File: src/rtl/operand_fetch_stage.sv
// Operand-fetch stage: NREGS x DATA_W register file with a single internal read port.
// Reads Rn then Rm over two cycles and holds A/B/shift until the shifter/ALU takes them.
module operand_fetch_stage #(
  parameter int DATA_W = 16,
  parameter int NREGS  = 8,
  parameter int ADDR_W = 3
) (
  input  logic              clk,
  input  logic              rst_n,
  input  logic              req_valid,
  output logic              req_ready,
  input  logic [ADDR_W-1:0] req_rn,
  input  logic [ADDR_W-1:0] req_rm,
  input  logic [1:0]        req_shift,
  input  logic              wb_en,
  input  logic [ADDR_W-1:0] wb_addr,
  input  logic [DATA_W-1:0] wb_data,
  output logic              out_valid,
  input  logic              out_ready,
  output logic [DATA_W-1:0] a_out,
  output logic [DATA_W-1:0] b_out,
  output logic [1:0]        shift_out
);

  localparam logic [1:0] S_IDLE   = 2'd0;
  localparam logic [1:0] S_READ_A = 2'd1;
  localparam logic [1:0] S_READ_B = 2'd2;
  localparam logic [1:0] S_HOLD   = 2'd3;

  typedef struct packed {
    logic [ADDR_W-1:0] rn;
    logic [ADDR_W-1:0] rm;
    logic [1:0]        shift;
  } req_t;

  logic [NREGS-1:0][DATA_W-1:0] rf_q, rf_d;
  logic [1:0]        state_q, state_d;
  req_t              req_q, req_d;
  logic [DATA_W-1:0] a_q, a_d, b_q, b_d;
  logic [1:0]        shift_q, shift_d;
  logic              vld_q, vld_d;
  logic [ADDR_W-1:0] rd_idx;
  logic [DATA_W-1:0] rd_data;

  assign req_ready = rst_n && (state_q == S_IDLE);
  assign out_valid = vld_q;
  assign a_out     = a_q;
  assign b_out     = b_q;
  assign shift_out = shift_q;

  always_comb begin
    rf_d = rf_q;
    for (int i = 0; i < NREGS; i++)
      if (wb_en && wb_addr == ADDR_W'(i)) rf_d[i] = wb_data;
  end

  // Same-edge writeback to the register being read wins over the stale array value.
  always_comb begin
    rd_idx  = (state_q == S_READ_A) ? req_q.rn : req_q.rm;
    rd_data = (wb_en && wb_addr == rd_idx) ? wb_data : rf_q[rd_idx];
  end

  always_comb begin
    state_d = state_q;
    req_d   = req_q;
    a_d     = a_q;
    b_d     = b_q;
    shift_d = shift_q;
    vld_d   = vld_q;
    case (state_q)
      S_IDLE: if (req_valid) begin
        req_d.rn    = req_rn;
        req_d.rm    = req_rm;
        req_d.shift = req_shift;
        state_d     = S_READ_A;
      end
      S_READ_A: begin
        a_d     = rd_data;
        state_d = S_READ_B;
      end
      S_READ_B: begin
        b_d     = rd_data;
        shift_d = req_q.shift;
        vld_d   = 1'b1;
        state_d = S_HOLD;
      end
      S_HOLD: if (out_ready) begin
        vld_d   = 1'b0;
        state_d = S_IDLE;
      end
      default: state_d = S_IDLE;
    endcase
  end

  always_ff @(posedge clk or negedge rst_n) begin
    if (!rst_n) begin
      rf_q    <= '0;
      state_q <= S_IDLE;
      req_q   <= '0;
      a_q     <= '0;
      b_q     <= '0;
      shift_q <= '0;
      vld_q   <= 1'b0;
    end else begin
      rf_q    <= rf_d;
      state_q <= state_d;
      req_q   <= req_d;
      a_q     <= a_d;
      b_q     <= b_d;
      shift_q <= shift_d;
      vld_q   <= vld_d;
    end
  end

endmodule

File: config.mk
export PLATFORM = sky130hd
export DESIGN_NAME = operand_fetch_stage
export DESIGN_NICKNAME = d
export VERILOG_FILES = /design/src/rtl/operand_fetch_stage.sv
export SDC_FILE = /design/constraint.sdc
export NUM_CORES = 1
export LEC_CHECK = 0
export CAP_MARGIN = 10
export CORE_ASPECT_RATIO = 0.7
export CORE_MARGIN = 2
export CORE_UTILIZATION = 40
export CTS_BUF_LIST = sky130_fd_sc_hd__clkbuf_8
export DETAILED_ROUTE_END_ITERATION = 6
export PLACE_DENSITY = 0.6
export SKIP_CTS_REPAIR_TIMING = 1
export SLEW_MARGIN = 20
export SYNTH_ARGS = -nofsm -noshare
export SYNTH_HDL_FRONTEND = slang
export SYNTH_SLANG_ARGS = --single-unit
File: constraint.sdc
create_clock -name clk -period 7 [get_ports clk]
set_input_delay 0.7 -clock clk [delete_from_list [all_inputs] [get_ports clk]]
set_output_delay 0.7 -clock clk [all_outputs]
set_load 0.005 [all_outputs]
### Yosys cells after proc, flatten, opt, wreduce, memory -nomap -nowiden

Cells that the tools add are included.
W data, S select, Z words.

* RAM bits: 0
* input port bits: 32
* output and inout port bits: 36
* bits in latches: 0
* memories: 0
* word-level logic and storage cells: 55
* register bits after elaboration: 173
* bits in read-only memories: 0

* eq/ne operators: 13
* mux-type cells: 9
* reductions and logical operators: 16
* multipliers: 0
* order comparisons: 1
* $add $sub $neg: 0
* bitwise gates (word level): 0
* shift operators: 0
* div/mod/pow operators: 0

Operator list (number)
* $bmux W16 S3: 1
* $mux W16: 2
* $eq A3 B3 Y1 const B: 4
* $logic_and A1 B1 Y1: 10
* $pmux W2 S4: 1
* $eq A3 B2 Y1 const B: 2
* $reduce_and A2 Y1: 3
* $eq A2 B2 Y1 const B: 2
* $lt A3 B4 Y1 const B: 1
* $mux W2: 2
* $ne A2 B2 Y1 const B: 2
* $eq A3 B1 Y1 const B: 1
* $eq A3 B3 Y1: 1
* $logic_not A3 Y1: 1
* $mux W3: 1
* $eq A2 B1 Y1 const B: 1
* $logic_not A2 Y1: 1
* $pmux W1 S2: 1
* $reduce_bool A2 Y1: 1
* $mux W1: 1

### Longest topological paths before layout

Gate-level depths: netlist (run 1).

* depth after elaboration: 5
* gate-level depth with buffers: 10
* depth with buffers taken out: 7

### Worst setup path before layout (run 1)

Ideal clock, no wire load.

* path kind: reg2reg
* start point: reg state_q[1]
* end point: reg a_q[1] (netlist: a_out[1])
* period minus slack after synthesis: 2355 ps
* required time: 6855 ps
* arrival: 2210 ps
* cell stages (with the launch flop): 11
* slack: 4645 ps
* path buffers: 3
* library setup time: 145 ps
* cells stage by stage: dfrtp_1 -> inv_1 -> ha_1 -> buf_2 -> mux2i_1 -> xnor2_1 -> or4b_1 -> buf_2 -> buf_6 -> o22ai_2 -> a31oi_1

* cells in the longest elaborated chain, start to end: 5
* elaborated cells between the ends (all ways): 7
* classes of those cells: eq/ne (2); mux (4); reduce/logical (1)

RTL lines
* from (decl): line 37 `logic [1:0] state_q, state_d;`
* from (signal assigned): line 106 `state_q <= state_d;`
* $eq A2 B1 Y1 *: line 59, 70
* $mux W3: line 59 `rd_idx = (state_q == S_READ_A) ? req_q.rn : req_q.rm;`
* $bmux W16 S3 or $eq A3 B3 Y1 (tied branches): line 60 `rd_data = (wb_en && wb_addr == rd_idx) ? wb_data : rf_q[rd_idx];`
* $mux W16 (not written as such) or $logic_and A1 B1 Y1 (tied branches): line 60
* $mux W16: line 60
* to (signal assigned): line 100 `a_q <= '0;`
* to (signal assigned): line 108 `a_q <= a_d;`
* to (decl): line 39 `logic [DATA_W-1:0] a_q, a_d, b_q, b_d;`

Every way passes the cells marked *; elsewhere a longest branch is shown, timed or not. The select of a mux whose other input is x is not followed.
A chain may end at the register's enable or synchronous reset.

### Final worst setup path (run 1)

* start point: reg state_q[1]
* end point: reg a_q[3] (netlist: a_out[3])

Same word-level chain as after synthesis.

==> run summary, run 1 <==
number of clock buffers inserted by TritonCTS -> 17
# clock sinks -> 173
worst-case headroom to the max-slew limit -> 21.88%
number of global-route vias before repair -> 6354
Max Cap Violations -> 0
number of nets in the layout -> 908
fin. max-slew vios -> 0
ordered list of cells on the worst path -> inv_1 -> ha_2 -> buf_4 -> mux2i_4 -> xnor2_1 -> nor4b_4 -> a21oi_1 -> a31oi_1
IO Count -> 68
maximum number of pins on one net before global-route repair -> 98
biggest fanout along the worst timing path -> 57
worst-case reg-to-reg path depth -> 8
Die Span Y -> 130.1 um
stages on the worst setup path -> 8
DR iter-0 viols -> 643
RSZ-0062 raised after global routing -> false
port bufs -> 67
asr flop ratio synth -> 100.0%
leftover overflow at the end of global routing -> 0
Final Cycle Share -> 51.29%
PwrDens -> 464.5 nW/um^2
initial antenna violation count -> 0
worst min-delay path category -> in -> async
buffering stage count on the worst path with inverters included -> 2
clock root cell -> clkbuf_8
maximum count of clock buffers along a single path -> 2
share of final-layout standard cells stronger than drive strength 1 -> 26.02%
syn_nets -> 887
proportion of netlist area held by the largest area contributor -> 47.65%
Fin. Hold Viols -> 0
Final Wtd Congestion -> 0.8047
final worst setup slack -> 3.410 ns
startpoint of the worst-slack reg-to-reg timing path -> state_q[1]
highest clock frequency the design can meet -> 278.5 MHz
count of cell types in the netlist -> 32
clk slew on worst S/H paths -> 0.10 ns
Max H-tree Level -> 4
number of enable flip-flop cells after synthesis -> 0
gate family responsible for the most delay along the worst path -> simple AND/OR/NAND/NOR gates
required time of the critical path -> 7.39 ns
Largest stage delay, worst path -> 1.04 ns
Synth area leaders -> dfrtp_1 48%, mux2_2 17%, nand2b_1 6.6%, o22ai_2 3.9%, nor2_1 3.8%
Fin Setup TNS -> 0 ns
post-route minimum period -> 3.590 ns
Die ar. -> 23950 sq um
DR WL/cell -> 21.92 um
Setup Viol. Count Final -> 0
Worst setup EP type -> register
DIE WIDTH -> 184.1 um
minimum setup slack after placement -> 2.958 ns
type of origin of the critical path -> register
DRT antenna net count -> 0
result of the run -> finished, final reports clean
vias post-DR -> 6790
DRC errors left -> 0
largest area contributor in the netlist -> dfrtp_1
Initial Utilization -> 40.47%
instance area at placement -> 9932 sq um
clock tree skew after final layout -> 0.01723 ns
Crit path arrival time -> 3.98 ns
sum of net half-perimeters after detailed placement -> 15.35 mm
clock latency reported for the late side of the worst-skew pair -> 0.46 ns
Crit Path Class -> reg -> reg
largest voltage drop on the vdd net -> 0.0002297 V
most used flip-flop cell after synthesis -> dfrtp_1
floorplan core area -> 22450 sq um
flop-to-flop setup slack -> 3.41 ns
Design Power -> 4840 uW
final core utilization -> 46.42%
reg-to-reg endpoint -> a_out[3]
synthesis-to-finish area growth -> 14.68%
Leak -> 0.004107 uW
mean cell area of the mapped netlist -> 10.69 sq um
Slowest cell on crit path -> nor4b_4
vias per cell -> 5.789
area of the mapped netlist -> 9085 sq um
placement row count -> 46
post-route cell area -> 10420 sq um
clock tree from TritonCTS -> yes
total iterations of the first detailed-routing run -> 5
number of instances in the synthesized netlist -> 850
final wirelength -> 25.71 mm
Slew @ Worst Pin -> 1.167 ns
GRT Util Overall -> 22.19%
global-route wire length before repair -> 39.40 mm
sequential share of the synthesized area -> 47.65%
count of synthesis-stage warnings from yosys -> 0
flops & latches, synth -> 173
==> final cells by class <==
cell class / instances / area, sq um
Fill cell: 2096 / 12030
Multi-Input combinational cell: 592 / 4454
Sequential cell: 173 / 4332
Timing Repair Buffer: 82 / 805.8
Tap cell: 288 / 360.3
Clock buffer: 20 / 275.3
Clock inverter: 12 / 170.2
Inverter: 5 / 18.77
Antenna cell: 1 / 2.502
==> state kept, by name, summed over array words and instances (netlist names) <==
name / flops
shift_out: 2
b_out: 16
req_q: 8
a_out: 16
out_valid: 1
state_q: 2
rf_q: 128
==> cell usage in the layout, fill, tap and decap left out, drive strengths merged <==
cell type	Yosys	routed
nor2b	3	3
ha	5	5
a31oi	32	32
bufinv	0	4
clkbuf	53	21
clkdlybuf4s50	0	66
clkinvlp	0	2
inv	5	7
nor3	3	3
mux2i	3	3
mux2	141	141
nor4b	1	1
a22oi	30	30
nand2b	96	96
o221ai	30	30
diode	0	1
buf	27	15
a221oi	2	2
nor3b	2	2
a21oi	48	48
clkinv	0	4
nand4b	3	3
and2	2	2
nand2	25	25
xnor2	3	3
or4b	1	1
nand4	1	1
a22o	2	2
o21ai	34	34
dfrtp	173	173
o22ai	33	33
nor2	92	92
==> metal layers <==
metal  track usage [%]  share of wire [%]  vias to the layer above
met5                 0                  0                        -
li1                  -                  -                     3095
met4             4.329               0.85                        0
met3             7.173                8.1                       17
met2             30.34                 40                      254
met1             34.06                 51                     3424
==> metrics by stage <==
| stage | hold slack, ns | cells |
|---|---|---|
| 5_1_grt | 0.3582 | 1172 |
| 6_report | 0.3027 | 1173 |
| 4_1_cts | 0.3434 | 1171 |
| 3_3_place_gp | 0.4872 | 1139 |
| 2_1_floorplan | 0.4044 | 850 |
| 3_5_place_dp | 0.4929 | 1139 |
==> cell families after synthesis <==
logic type               after synthesis  synth area share (%)
AO/OA/AOI/OAI                        211                 16.68
flip-flops                           173                 47.65
XOR/XNOR                               3                0.2893
adder cells (fa/ha/maj)                5                0.6886
buffers and inverters                 85                 3.842
multiplexers                         144                 17.89
AND/OR/NAND/NOR                      229                 12.96
==> where the power goes <==
group          internal [uW]  switching [uW]
Combinational           1040            1500
Sequential              1310             208
Clock                    415             371
Total                   2760            2080
==> cell usage after synthesis, drive strengths merged (3+ instances only) <==
cell type  number
nor2           92
xnor2           3
mux2          141
nor3            3
clkbuf         53
nand2          25
dfrtp         173
buf            27
nand2b         96
nor2b           3
a22oi          30
o21ai          34
a21oi          48
mux2i           3
o22ai          33
a31oi          32
o221ai         30
inv             5
nand4b          3
ha              5
==> worst max path at each step <==
stage               startpoint       end  slack (ns)
floorplan           state_q[1]  a_out[1]        4.64
global placement    state_q[1]  b_out[7]        3.12
global route        state_q[1]  b_out[3]        3.16
detailed placement  state_q[1]  a_out[3]        2.96
CTS                 state_q[1]  a_out[3]        2.88
finish              state_q[1]  a_out[3]        3.41
(Power assumes the default switching activity.)
==> run 2: changes to the inputs <==
--- a/config.mk
+++ b/config.mk
@@ -11,7 +11,7 @@
 export CORE_UTILIZATION = 40
 export CTS_BUF_LIST = sky130_fd_sc_hd__clkbuf_8
 export DETAILED_ROUTE_END_ITERATION = 6
-export PLACE_DENSITY = 0.6
+export PLACE_DENSITY = 0.62
 export SKIP_CTS_REPAIR_TIMING = 1
 export SLEW_MARGIN = 20
 export SYNTH_ARGS = -nofsm -noshare
==> constraint.sdc (replaced) <==
create_clock -name clk -period 3 [get_ports clk]
set_input_delay 0.3 -clock clk [delete_from_list [all_inputs] [get_ports clk]]
set_output_delay 0.3 -clock clk [all_outputs]
set_load 0.005 [all_outputs]
==> run summary, run 2 (same netlist as run 1, synthesis figures left out) <==
Slew @ Worst Pin -> 1.014 ns
Final Cycle Share -> 84.63%
clk slew on worst S/H paths -> 0.10 ns
synthesis-to-finish area growth -> 15.38%
IO Count -> 68
Crit path arrival time -> 2.86 ns
n_diodes -> 0
RSZ-0062 raised after global routing -> false
Setup Viol. Count Final -> 0
floorplan core area -> 22450 sq um
Worst setup EP type -> register
Max Cap Violations -> 0
DIE WIDTH -> 184.1 um
fin. max-slew vios -> 0
post-route minimum period -> 2.539 ns
number of nets in the layout -> 920
final-layout worst hold slack -> -0.09904 ns
vias post-DR -> 6829
DR WL/cell -> 21.42 um
violated checks -> negative hold slack
largest register by flop count -> rf_q
DRC errors left -> 0
vias per cell -> 5.768
worst-case headroom to the max-slew limit -> 32.39%
most frequent cells in the layout -> 171 x dfrtp_1, 141 x mux2_2, 96 x nand2b_1
clock tree skew after final layout -> 0.01697 ns
GRT Util Overall -> 21.98%
Fin. Hold Viols -> 29
total iterations of the first detailed-routing run -> 6
maximum count of clock buffers along a single path -> 2
# fillers -> 2041
port bufs -> 67
leftover overflow at the end of global routing -> 0
share of final-layout standard cells stronger than drive strength 1 -> 27.01%
initial antenna violation count -> 0
Final Wtd Congestion -> 0.8120
# clock sinks -> 173
final wirelength -> 25.36 mm
largest voltage drop on the vdd net -> 0.0006310 V
PwrDens -> 1068 nW/um^2
maximum number of pins on one net before global-route repair -> 174
worst min-delay path category -> in -> async
final worst setup slack -> 0.4610 ns
minimum setup slack after placement -> 0.4881 ns
Max H-tree Level -> 4
Die ar. -> 23950 sq um
clock latency reported for the late side of the worst-skew pair -> 0.48 ns
number of clock buffers inserted by TritonCTS -> 17
highest clock frequency the design can meet -> 393.9 MHz
sum of net half-perimeters after detailed placement -> 15.48 mm
Die Span Y -> 130.1 um
placement row count -> 46
type of origin of the critical path -> register
Initial Utilization -> 40.47%
Leak -> 0.004131 uW
Largest register FFs -> 128
clock tree from TritonCTS -> yes
biggest fanout along the worst timing path -> 32
Crit Path Class -> reg -> reg
Fin Setup TNS -> 0 ns
DRT antenna net count -> 0
global-route wire length before repair -> 39.32 mm
result of the run -> complete, but fails checks
number of global-route vias before repair -> 6467
most common cell after layout, fill and taps aside -> dfrtp_1
DR iter-0 viols -> 582
clock root cell -> clkbuf_8
required time of the critical path -> 3.32 ns
-- run 2: cell types whose count changed in the layout (fill, tap and decap cells not counted), sizes merged --
cell	delta
buf	+13
clkinvlp	+4
bufinv	-2
clkbuf	-1
clkinv	-1
diode	-1
inv	-1
-- run 2: path summary, 6_finish.rpt --
path | endpoint | cells past startpoint | start | slack [ns]
setup reg to reg | b_out[15] | 8 | state_q[1] | 0.46
setup / recovery | b_out[15] | 8 | state_q[1] | 0.46
max in group asynchronous | rf_q[10] | 2 | rst_n | 2.29
hold / removal | out_valid | 2 | rst_n | -0.1
min in group clk | req_q[7] | 2 | req_rn[2] | 0.42
hold reg to reg | shift_out[1] | 1 | req_q[1] | 0.51
-- run 2: cell type report --
class / instances / area, sq um / area share [%]
flip-flops and latches: 173 / 4332 / 41.32
inverters: 5 / 18.77 / 0.1790
clock buffers: 20 / 275.3 / 2.626
repair buffers: 94 / 924.6 / 8.821
well taps: 288 / 360.3 / 3.438
clock inverters: 12 / 136.4 / 1.301
multi-input cells: 592 / 4436 / 42.31
-- run 2: critical path, stage by stage (launching register included) --
cell and delay (ns):
dfrtp_1 0.42, inv_1 0.11, ha_2 0.30, mux2i_4 0.28, xnor2_1 0.14, or4b_1 0.55, buf_4 0.30, o22ai_1 0.19
a31oi_1 0.06
-- run 2: routing by layer --
layer  global-route usage (%)  up-vias  wire (um)
li1                         -     3115          -
met1                    33.49     3443      12800
met2                    31.63      249      10560
met3                    4.856       20       1714
met4                    5.318        2        257
met5                        0        -         26
-- run 2: power breakdown --
part | switching [uW] | internal [uW]
Clock | 911 | 809
Combinational | 3320 | 2540
Sequential | 570 | 3050
-- run 2: per-stage QoR --
stage	hold WS (ns)	util (%)	power [uW]	cell area, sq um	instances
floorplan	0.004409	-	7310	9085	850
global placement	0.4805	44.87	9320	10070	1152
detailed placement	0.4867	44.87	9424	10070	1152
CTS	0.02882	46.70	11140	10480	1184
global route	0.03067	46.70	11910	10480	1184
finish	-0.09904	46.70	11190	10480	1184
